**config.mk**
```make
export PLATFORM = sky130hd
export DESIGN_NAME = matvec_job_arbiter
export DESIGN_NICKNAME = d
export VERILOG_FILES = /design/src/rtl/matvec_pkg.sv /design/src/rtl/matvec_job_arbiter_rr_pick.sv /design/src/rtl/matvec_job_arbiter.sv
export SDC_FILE = /design/constraint.sdc
export NUM_CORES = 1
export LEC_CHECK = 0
export BUFFER_PORTS_ARGS = -buffer_cell sky130_fd_sc_hd__buf_2
export CELL_PAD_IN_SITES_DETAIL_PLACEMENT = 0
export CELL_PAD_IN_SITES_GLOBAL_PLACEMENT = 1
export CORE_UTILIZATION = 20
export DETAILED_ROUTE_END_ITERATION = 10
export HOLD_SLACK_MARGIN = 0.12
export PLACE_DENSITY = 0.78
export SLEW_MARGIN = 20
export SYNTH_ARGS = -nofsm -noshare
export SYNTH_HDL_FRONTEND = slang
export SYNTH_HIERARCHICAL = 1
export SYNTH_SLANG_ARGS = --single-unit
```
**constraint.sdc**
```tcl
create_clock -name clk -period 1.6 [get_ports clk]
set_input_delay 0.32 -clock clk [delete_from_list [all_inputs] [get_ports clk]]
set_output_delay 0.32 -clock clk [all_outputs]
set_load 0.01 [all_outputs]
```
**src/rtl/matvec_pkg.sv**
```systemverilog
// Shared types and constants for the matvec job arbiter.
package matvec_pkg;

    typedef enum logic [1:0] {
        IDLE  = 2'd0,
        LOAD  = 2'd1,
        DRAIN = 2'd2
    } arb_state_t;

    localparam int MV_WIDTH     = 14;
    localparam int MV_OUT_WIDTH = 28;
    localparam int MV_MAT_DIM   = 3;

    // Words in one job: full matrix plus vector, or vector only.
    function automatic int job_len(input logic nm, input int dim);
        if (nm) begin
            return dim * dim + dim;
        end else begin
            return dim;
        end
    endfunction

endpackage

```
**src/rtl/matvec_job_arbiter_rr_pick.sv**
```systemverilog
// Combinational round-robin search: lowest requester at or above the pointer wins, with wrap.
module rr_pick #(
    parameter int N_REQ = 2,
    parameter int PW    = 1
) (
    input  logic [N_REQ-1:0] i_req,
    input  logic [PW-1:0]    i_ptr,
    output logic [N_REQ-1:0] o_winner,
    output logic             o_any
);

    logic [2*N_REQ-1:0] w_dbl;
    logic [N_REQ-1:0]   w_rot;

    assign w_dbl = {i_req, i_req} >> i_ptr;
    assign w_rot = w_dbl[N_REQ-1:0];
    assign o_any = |i_req;

    // Scan downward so the lowest rotated position is the last (winning) assignment.
    always_comb begin
        o_winner = '0;
        for (int k = N_REQ - 1; k >= 0; k--) begin
            if (w_rot[k]) begin
                o_winner = '0;
                o_winner[PW'((k + int'(i_ptr)) % N_REQ)] = 1'b1;
            end else begin
                o_winner = o_winner;
            end
        end
    end

endmodule

```
**src/rtl/matvec_job_arbiter.sv**
```systemverilog
// Round-robin job arbiter sharing one matvec engine among N_REQ requesters.
// Optional stale-matrix detection is enabled by defining MATVEC_ARB_OWNER_CHECK_EN.
module matvec_job_arbiter
    import matvec_pkg::*;
#(
    parameter int N_REQ     = 2,
    parameter int WIDTH     = MV_WIDTH,
    parameter int OUT_WIDTH = MV_OUT_WIDTH,
    parameter int MAT_DIM   = MV_MAT_DIM
) (
    input  logic                   clk,
    input  logic                   reset,
    input  logic [N_REQ-1:0]       req_valid,
    input  logic [N_REQ*WIDTH-1:0] req_data,
    input  logic [N_REQ-1:0]       req_new_matrix,
    output logic [N_REQ-1:0]       req_ready,
    output logic [N_REQ-1:0]       rsp_valid,
    input  logic [N_REQ-1:0]       rsp_ready,
    output logic [OUT_WIDTH-1:0]   rsp_data,
    output logic                   mv_input_valid,
    input  logic                   mv_input_ready,
    output logic [WIDTH-1:0]       mv_input_data,
    output logic                   mv_new_matrix,
    input  logic                   mv_output_valid,
    output logic                   mv_output_ready,
    input  logic [OUT_WIDTH-1:0]   mv_output_data,
    output logic [N_REQ-1:0]       grant,
`ifdef MATVEC_ARB_OWNER_CHECK_EN
    output logic                   err_stale_matrix,
`endif
    output logic                   busy
);

    localparam int PW  = (N_REQ > 1) ? $clog2(N_REQ) : 1;
    localparam int WCW = $clog2(MAT_DIM * MAT_DIM + MAT_DIM + 1);
    localparam int RCW = $clog2(MAT_DIM + 1);

    arb_state_t       r_state, w_next_state;
    logic [N_REQ-1:0] r_grant, w_winner;
    logic [PW-1:0]    r_ptr, r_gidx, w_win_idx;
    logic             r_job_nm, w_any, w_win_nm;
    logic [WCW-1:0]   r_job_len, r_word_cnt;
    logic [RCW-1:0]   r_rsp_cnt;
    logic             w_in_hs, w_out_hs, w_last_word, w_last_rsp;
    logic [WIDTH-1:0] w_in_data;

    rr_pick #(.N_REQ(N_REQ), .PW(PW)) u_rr_pick (
        .i_req    (req_valid),
        .i_ptr    (r_ptr),
        .o_winner (w_winner),
        .o_any    (w_any)
    );

    // Winner index/flag and granted load word, by one-hot OR-reduction.
    always_comb begin
        w_win_idx = '0;
        w_in_data = '0;
        for (int k = 0; k < N_REQ; k++) begin
            w_win_idx = w_win_idx | (w_winner[k] ? PW'(k) : '0);
            w_in_data = w_in_data | (r_grant[k] ? req_data[k*WIDTH +: WIDTH] : '0);
        end
    end

    assign w_win_nm    = |(w_winner & req_new_matrix);
    assign w_in_hs     = mv_input_valid && mv_input_ready;
    assign w_out_hs    = mv_output_valid && mv_output_ready;
    assign w_last_word = (r_word_cnt == r_job_len - WCW'(1));
    assign w_last_rsp  = (r_rsp_cnt == RCW'(MAT_DIM - 1));

    // FSM state register.
    always_ff @(posedge clk) begin
        if (!reset) begin
            r_state <= IDLE;
        end else begin
            r_state <= w_next_state;
        end
    end

    // FSM next-state logic.
    always_comb begin
        w_next_state = r_state;
        case (r_state)
            IDLE:    if (w_any) w_next_state = LOAD; else w_next_state = IDLE;
            LOAD:    if (w_in_hs && w_last_word) w_next_state = DRAIN; else w_next_state = LOAD;
            DRAIN:   if (w_out_hs && w_last_rsp) w_next_state = IDLE; else w_next_state = DRAIN;
            default: w_next_state = IDLE;
        endcase
    end

    // FSM outputs: zero-latency routing between the owner and the engine.
    always_comb begin
        req_ready       = '0;
        rsp_valid       = '0;
        mv_input_valid  = 1'b0;
        mv_input_data   = '0;
        mv_output_ready = 1'b0;
        case (r_state)
            LOAD: begin
                mv_input_valid = |(req_valid & r_grant);
                mv_input_data  = w_in_data;
                req_ready      = r_grant & {N_REQ{mv_input_ready}};
            end
            DRAIN: begin
                rsp_valid       = r_grant & {N_REQ{mv_output_valid}};
                mv_output_ready = |(rsp_ready & r_grant);
            end
            default: begin
                mv_input_valid = 1'b0;
            end
        endcase
    end

    assign rsp_data      = mv_output_data;
    assign grant         = r_grant;
    assign busy          = (r_state != IDLE);
    assign mv_new_matrix = busy & r_job_nm;

    // Job bookkeeping: capture owner at grant, count words and results, advance pointer on release.
    always_ff @(posedge clk) begin
        if (!reset) begin
            r_grant    <= '0;
            r_gidx     <= '0;
            r_ptr      <= '0;
            r_job_nm   <= 1'b0;
            r_job_len  <= '0;
            r_word_cnt <= '0;
            r_rsp_cnt  <= '0;
        end else begin
            case (r_state)
                IDLE: begin
                    if (w_any) begin
                        r_grant   <= w_winner;
                        r_gidx    <= w_win_idx;
                        r_job_nm  <= w_win_nm;
                        r_job_len <= WCW'(job_len(w_win_nm, MAT_DIM));
                    end else begin
                        r_grant <= '0;
                    end
                end
                LOAD: begin
                    if (w_in_hs) begin
                        r_word_cnt <= w_last_word ? '0 : r_word_cnt + WCW'(1);
                    end else begin
                        r_word_cnt <= r_word_cnt;
                    end
                end
                DRAIN: begin
                    if (w_out_hs && w_last_rsp) begin
                        r_rsp_cnt <= '0;
                        r_grant   <= '0;
                        r_ptr     <= (r_gidx == PW'(N_REQ - 1)) ? '0 : r_gidx + PW'(1);
                    end else if (w_out_hs) begin
                        r_rsp_cnt <= r_rsp_cnt + RCW'(1);
                    end else begin
                        r_rsp_cnt <= r_rsp_cnt;
                    end
                end
                default: begin
                    r_grant <= '0;
                end
            endcase
        end
    end

`ifdef MATVEC_ARB_OWNER_CHECK_EN
    logic [PW-1:0] r_owner;
    logic          r_owner_vld;
    logic          r_err_stale;

    // Track who loaded the engine's matrix; flag vector-only jobs from anyone else.
    always_ff @(posedge clk) begin
        if (!reset) begin
            r_owner     <= '0;
            r_owner_vld <= 1'b0;
            r_err_stale <= 1'b0;
        end else begin
            if ((r_state == IDLE) && w_any && !w_win_nm && (!r_owner_vld || (r_owner != w_win_idx))) begin
                r_err_stale <= 1'b1;
            end else begin
                r_err_stale <= r_err_stale;
            end
            if ((r_state == DRAIN) && w_out_hs && w_last_rsp && r_job_nm) begin
                r_owner     <= r_gidx;
                r_owner_vld <= 1'b1;
            end else begin
                r_owner     <= r_owner;
                r_owner_vld <= r_owner_vld;
            end
        end
    end

    assign err_stale_matrix = r_err_stale;
`endif

endmodule

```
After elaboration in Yosys (flattened, before gate mapping)
Index checks and enable logic that the tools add are counted.
Widths: inputs -> output; s select.
{"block": "classes", "addsub": 5, "magnitude_cmp": 4, "n_eq_ne": 5, "n_shift": 1, "mux": 26, "n_bitwise": 8, "reduce_logical": 18}
{"op": "$mux 14", "count": 3}
{"op": "$mux 2", "count": 10}
{"op": "$or 14x14->14", "count": 1}
{"op": "$pmux 2 s3", "count": 2}
{"op": "$and 2x2->2", "count": 5}
{"op": "$reduce_and 2->1", "count": 5}
{"op": "$mux 4", "count": 2}
{"op": "$reduce_or 2->1", "count": 4}
{"op": "$mux 1", "count": 7}
{"op": "$logic_and 1x1->1", "count": 6}
{"op": "$lt 1x3->1 const B", "count": 2}
{"op": "$add 4x1->4 const B", "count": 1}
{"op": "$eq 2x2->1 const B", "count": 2}
{"op": "$eq 4x4->1", "count": 1}
{"op": "$reduce_bool 2->1", "count": 2}
{"op": "$shr 4x1->2", "count": 1}
{"op": "$sub 4x1->4 const B", "count": 1}
{"op": "$add 2x1->2 const B", "count": 1}
{"op": "$demux 1 s1", "count": 2}
{"op": "$eq 2x1->1 const B", "count": 1}
{"op": "$ge 1x1->1 const B", "count": 2}
{"op": "$logic_not 2->1", "count": 1}
{"op": "$ne 2x2->1 const B", "count": 1}
{"op": "$add 1x1->1 const A", "count": 1}
{"op": "3 further kinds", "count": 3}
{"block": "totals", "regBits": 17, "input_bits": 66, "out_inout_bits": 52, "word_cells": 75}

Longest topological paths before layout
{"block": "logic_depth", "ltp_word": 10, "depth_mapped": 6, "depth_no_buf": 6}

Modules after synthesis
Netlist, hierarchy kept.
{"module": "matvec_job_arbiter", "n_inst": 1, "cells_each": 130, "area_each_um2": 1071.0, "seq_area_each_um2": 280.3}
{"module": "rr_pick", "n_inst": 1, "cells_each": 4, "area_each_um2": 25.0, "seq_area_each_um2": 0.0}

Worst setup path before layout
No wires, ideal clock.
{"block": "synth_path", "kind": "reg2out", "start": "register r_grant[0] (netlist: grant[0])", "end": "output mv_input_data[10]", "arrival_time_ns": 1.316, "slack_ns": -0.036, "path_stages_with_launch": 5, "path_buffers": 2, "cell_sequence": "dfxtp_1 -> and3b_2 -> clkbuf_1 -> clkbuf_1 -> a22o_1"}
{"block": "synth_between", "elab_chain_len": 3}
{"item": "start, declared", "line": "matvec_job_arbiter.sv:39", "source": "logic [N_REQ-1:0] r_grant, w_winner;"}
{"item": "start signal, assigned", "line": "matvec_job_arbiter.sv:132", "source": "r_grant <= w_winner;"}
{"item": "$mux 14", "line": "matvec_job_arbiter.sv:60", "source": "w_in_data = w_in_data | (r_grant[k] ? req_data[k*WIDTH +: WIDTH] : '0);"}
{"item": "$or 14x14->14", "line": "matvec_job_arbiter.sv:60"}
{"item": "$mux 14", "line": "matvec_job_arbiter.sv:97", "source": "case (r_state)"}
{"item": "end, declared", "line": "matvec_job_arbiter.sv:22", "source": "output logic [WIDTH-1:0] mv_input_data,"}
Every way passes these cells.

Worst setup path in the final report
{"block": "layout_path", "start": "register r_state[1]", "end": "output mv_input_data[13]"}
{"block": "layout_between", "elab_chain_len": 2}
{"item": "start, declared", "line": "matvec_job_arbiter.sv:38", "source": "arb_state_t r_state, w_next_state;"}
{"item": "start signal, assigned", "line": "matvec_job_arbiter.sv:75", "source": "r_state <= w_next_state;"}
{"item": "$eq 2x1->1", "line": "matvec_job_arbiter.sv:97"}
{"item": "$mux 14", "line": "matvec_job_arbiter.sv:97"}
Every way passes these cells.

==> key figures <==
CTS
  • Max Root-Sink Buffers: 2
  • H-tree Lvls: 1
  • Cts bufs inserted: 3
  • CTS Root Cell: clkbuf_8
  • Clock latency on the worst-skew pair: approximately 0.24 ns
  • Hold Buf Count CTS: 0
  • CTS tree: done
  • Num Clock Sinks: 14
  • Clock slew at reported path FFs: about 0.060 ns

Place
  • Port bufs: 61
  • DP Wirelength: roughly 2300 um
  • Placed cell count: 238
  • RD Place Congestion: just under 0.8

Global routing
  • Total gr overflow: 0
  • Initial antenna violation count: 0
  • Global-route wire length before repair: ~5000 um
  • Largest net degree at the start of global routing: 11
  • Tot GR Track Use: 0.107
  • Vias in the first global route: approximately 1.1k

Die
  • Initial Utilization: 0.211
  • Die Area: slightly below 0.006 mm2
  • Die Y: about 76 um
  • Num rows: 26
  • Ports: approximately 120
  • Die width: 76.0 um
  • Core ar.: 0.00520 mm2

Drt
  • Initial DRC Count: 13
  • WL final: about 3100 um
  • Post-DRT Antenna Nets: 0
  • Post-route DRC: 0
  • WL per Instance: approximately 12 um
  • Vias/cell: roughly 4.4
  • Via Count: about 1.1k
  • Drt pass-1 iters: 4

Synthesis
  • Primary FF master, synth: dfxtp_1
  • Avg Inst Size Synth: 8.18 um2
  • Post-synth cell types: 35
  • Asr flop ratio synth: 0
  • Synth Area in Compound Gates: 0.229
  • Post-Synth Simple-Gate Area: 0.209
  • Synth Area in XOR/XNOR: 0.0479
  • Synthesis-stage register bit count: 14
  • Synth Area in Adders: 0.0228
  • Post-synthesis sequential area ratio: 0.256
  • Ys Warns: 6
  • Mapped cell area: between 0.001 and 0.0015 mm2
  • Post-Synthesis Net Count: 202
  • Mapped Cells: about 130
  • Post-synth EDFFs: 0
  • Largest family of logic cells by synthesized area: compound AO/OA/AOI/OAI gates
  • Mux share of post-synthesis cell area: 0.00913

STA
  • Final hold violation count: 0
  • Final Max Tran Viols: 0
  • Tcrit/Tclk final: 0.980
  • RSZ-0062 raised after global routing: yes
  • Fmax: 0.638 GHz
  • Fin Clk Skew: ~0.0064 ns
  • Final setup fails: 0
  • Post-layout minimum cycle time: 1.57 ns

Min path
  • Hold Path Class: primary input to register
  • Min-Delay Startpoint: reset
  • WHS Path Cells: 2
  • Hold Path Sink: r_job_len[1]$_SDFFE_PN0P_

Power and ir drop
  • Psw: 0.221 mW
  • PwrDens: 614 mW/mm2
  • Worst vdd ir: roughly 0.00019 V
  • Leak pwr: between 0.6 and 0.7 nW
  • Sw frac: 0.247
  • Combinational fraction of design power: 0.209
  • Share of power burned in the clock network: 0.375
  • Sequential Power Share: 0.416
  • Internal Power: slightly below 0.7 mW

Run status
  • Status: complete, no violations

Critical path
  • Worst r2r src: r_state[1]$_SDFF_PN0_
  • Flop-to-flop setup slack: around 0.090 ns
  • Crit-path max FO: 8
  • CP Data Required Time: 1.28 ns
  • Worst setup EP type: output pin
  • Worst setup SP type: register
  • Reg2reg end: r_state[1]$_SDFF_PN0_
  • Arrival @ worst endpoint: approximately 1.3 ns
  • Critical Setup Path Class: register to output pin
  • Reg2reg path depth: 4

Final layout
  • Most common cell after layout, fill and taps aside: buf_2
  • Syn-to-layout area delta: 33.2%
  • Leading cell types in the layout, fill and taps excluded: buf_2 (60), a22o_1 (15), nor2_1 (10)
  • Filler cell count: 577
  • Share of cells above drive strength 1: 0.520
  • N_diodes: 0
  • Fin util: 0.281
  • Nets: 246
  • Layout Cells excl Fill: about 250

Run
  • Max cap viols: 0
[per-stage QoR]
step | hold WS [ns] | power [mW] | worst slack [ns] | cell area [um2] | setup TNS, ns
after floorplan | 0.437 | 0.533 | 0.0626 | 1100 | 0
after global placement | 0.470 | 0.552 | 0.112 | 1300 | 0
after detailed placement | 0.474 | 0.553 | 0.0933 | 1300 | 0
after CTS | 0.347 | 0.908 | -0.00397 | 1410 | -0.00584
after global routing | 0.354 | 0.951 | -0.0501 | 1460 | -0.340
final | 0.343 | 0.897 | 0.0314 | 1460 | 0
[logic make-up (layout without fill, tap and decap cells)]
kind of cell    Yosys count  after routing
other cells               1              1
simple gates             42             44
xor+xnor                  6              6
fa+ha+maj                 2              2
buf+inv                  36             77
compound gates           32             32
flops                    14             14
mux                       1              1
[registers in the layout, indices dropped and copies added (netlist names)]
register and count:
r_rsp_cnt 2, r_ptr 1, r_job_len 2, r_word_cnt 4, r_gidx 1, r_state 2, grant 2
[power groups by stage]
stage / combinational, mW / clock (mW) / sequential [mW]
4_1_cts: 0.182 / 0.354 / 0.372
3_3_place_gp: 0.174 / 0 / 0.378
2_1_floorplan: 0.156 / 0 / 0.377
5_1_grt: 0.207 / 0.368 / 0.375
3_5_place_dp: 0.175 / 0 / 0.377
6_report: 0.188 / 0.336 / 0.373
[repair_timing]
item,in CTS,in global routing
resized for setup,10,11
pin swaps,4,18
buffers inserted,2,1
cloned,2,0
setup endpoints to repair,17,20
[critical path: stages, from the launching register on]
cell and delay, ns:
dfxtp_4 0.36, and3b_4 0.36, a22o_1 0.16, buf_2 0.12
[synthesized netlist by cell type, types with 2 or more instances]
cell,instances,area share
ha_1,2,0.023
a221oi_1,2,0.016
nor3b_1,2,0.014
a31oi_1,2,0.011
a31o_2,2,0.016
nand2_1,8,0.027
or2_1,2,0.011
a22o_1,15,0.12
and2_1,4,0.023
inv_1,3,0.010
nand3_1,3,0.014
o21a_1,3,0.021
nor3_1,3,0.014
clkbuf_1,4,0.014
and3_1,2,0.011
dfxtp_1,14,0.26
buf_4,29,0.20
and3b_2,2,0.018
xor2_1,2,0.016
nor2_1,10,0.034
a21oi_1,3,0.014
xnor2_1,4,0.032
[per-layer routing]
layer / wire length [um] / global-route usage / share of wire / vias up
li1: - / - / - / 538
met1: 1370 / 0.119 / 0.44 / 499
met2: 1440 / 0.191 / 0.47 / 46
met3: 212 / 0.0287 / 0.069 / 8
met4: 70 / 0.0462 / 0.023 / 0
met5: 0 / 0 / 0 / -
[worst max path at each step]
stage	slack, ns	to	cells past startpoint	start
3_5_place_dp	0.09	r_state[1]$_SDFF_PN0_	4	r_state[1]$_SDFF_PN0_
2_1_floorplan	0.06	mv_input_data[10]	4	grant[0]$_SDFFE_PN0P_
3_3_place_gp	0.11	mv_input_data[13]	3	r_state[1]$_SDFF_PN0_
5_1_grt	-0.05	mv_input_data[13]	3	r_state[1]$_SDFF_PN0_
6_report	0.03	mv_input_data[13]	3	r_state[1]$_SDFF_PN0_
4_1_cts	-0.004	mv_input_data[13]	3	r_state[1]$_SDFF_PN0_
[area by class of cell]
type	instances	area, um2	share of cell area
Timing Repair Buffer	70	383	0.262
Multi-Input combinational cell	86	628	0.430
Tap cell	70	87.6	0.0600
Inverter	3	11.3	0.00771
Sequential cell	14	295	0.202
Clock buffer	4	55.1	0.0377
(Power assumes the default switching activity.)
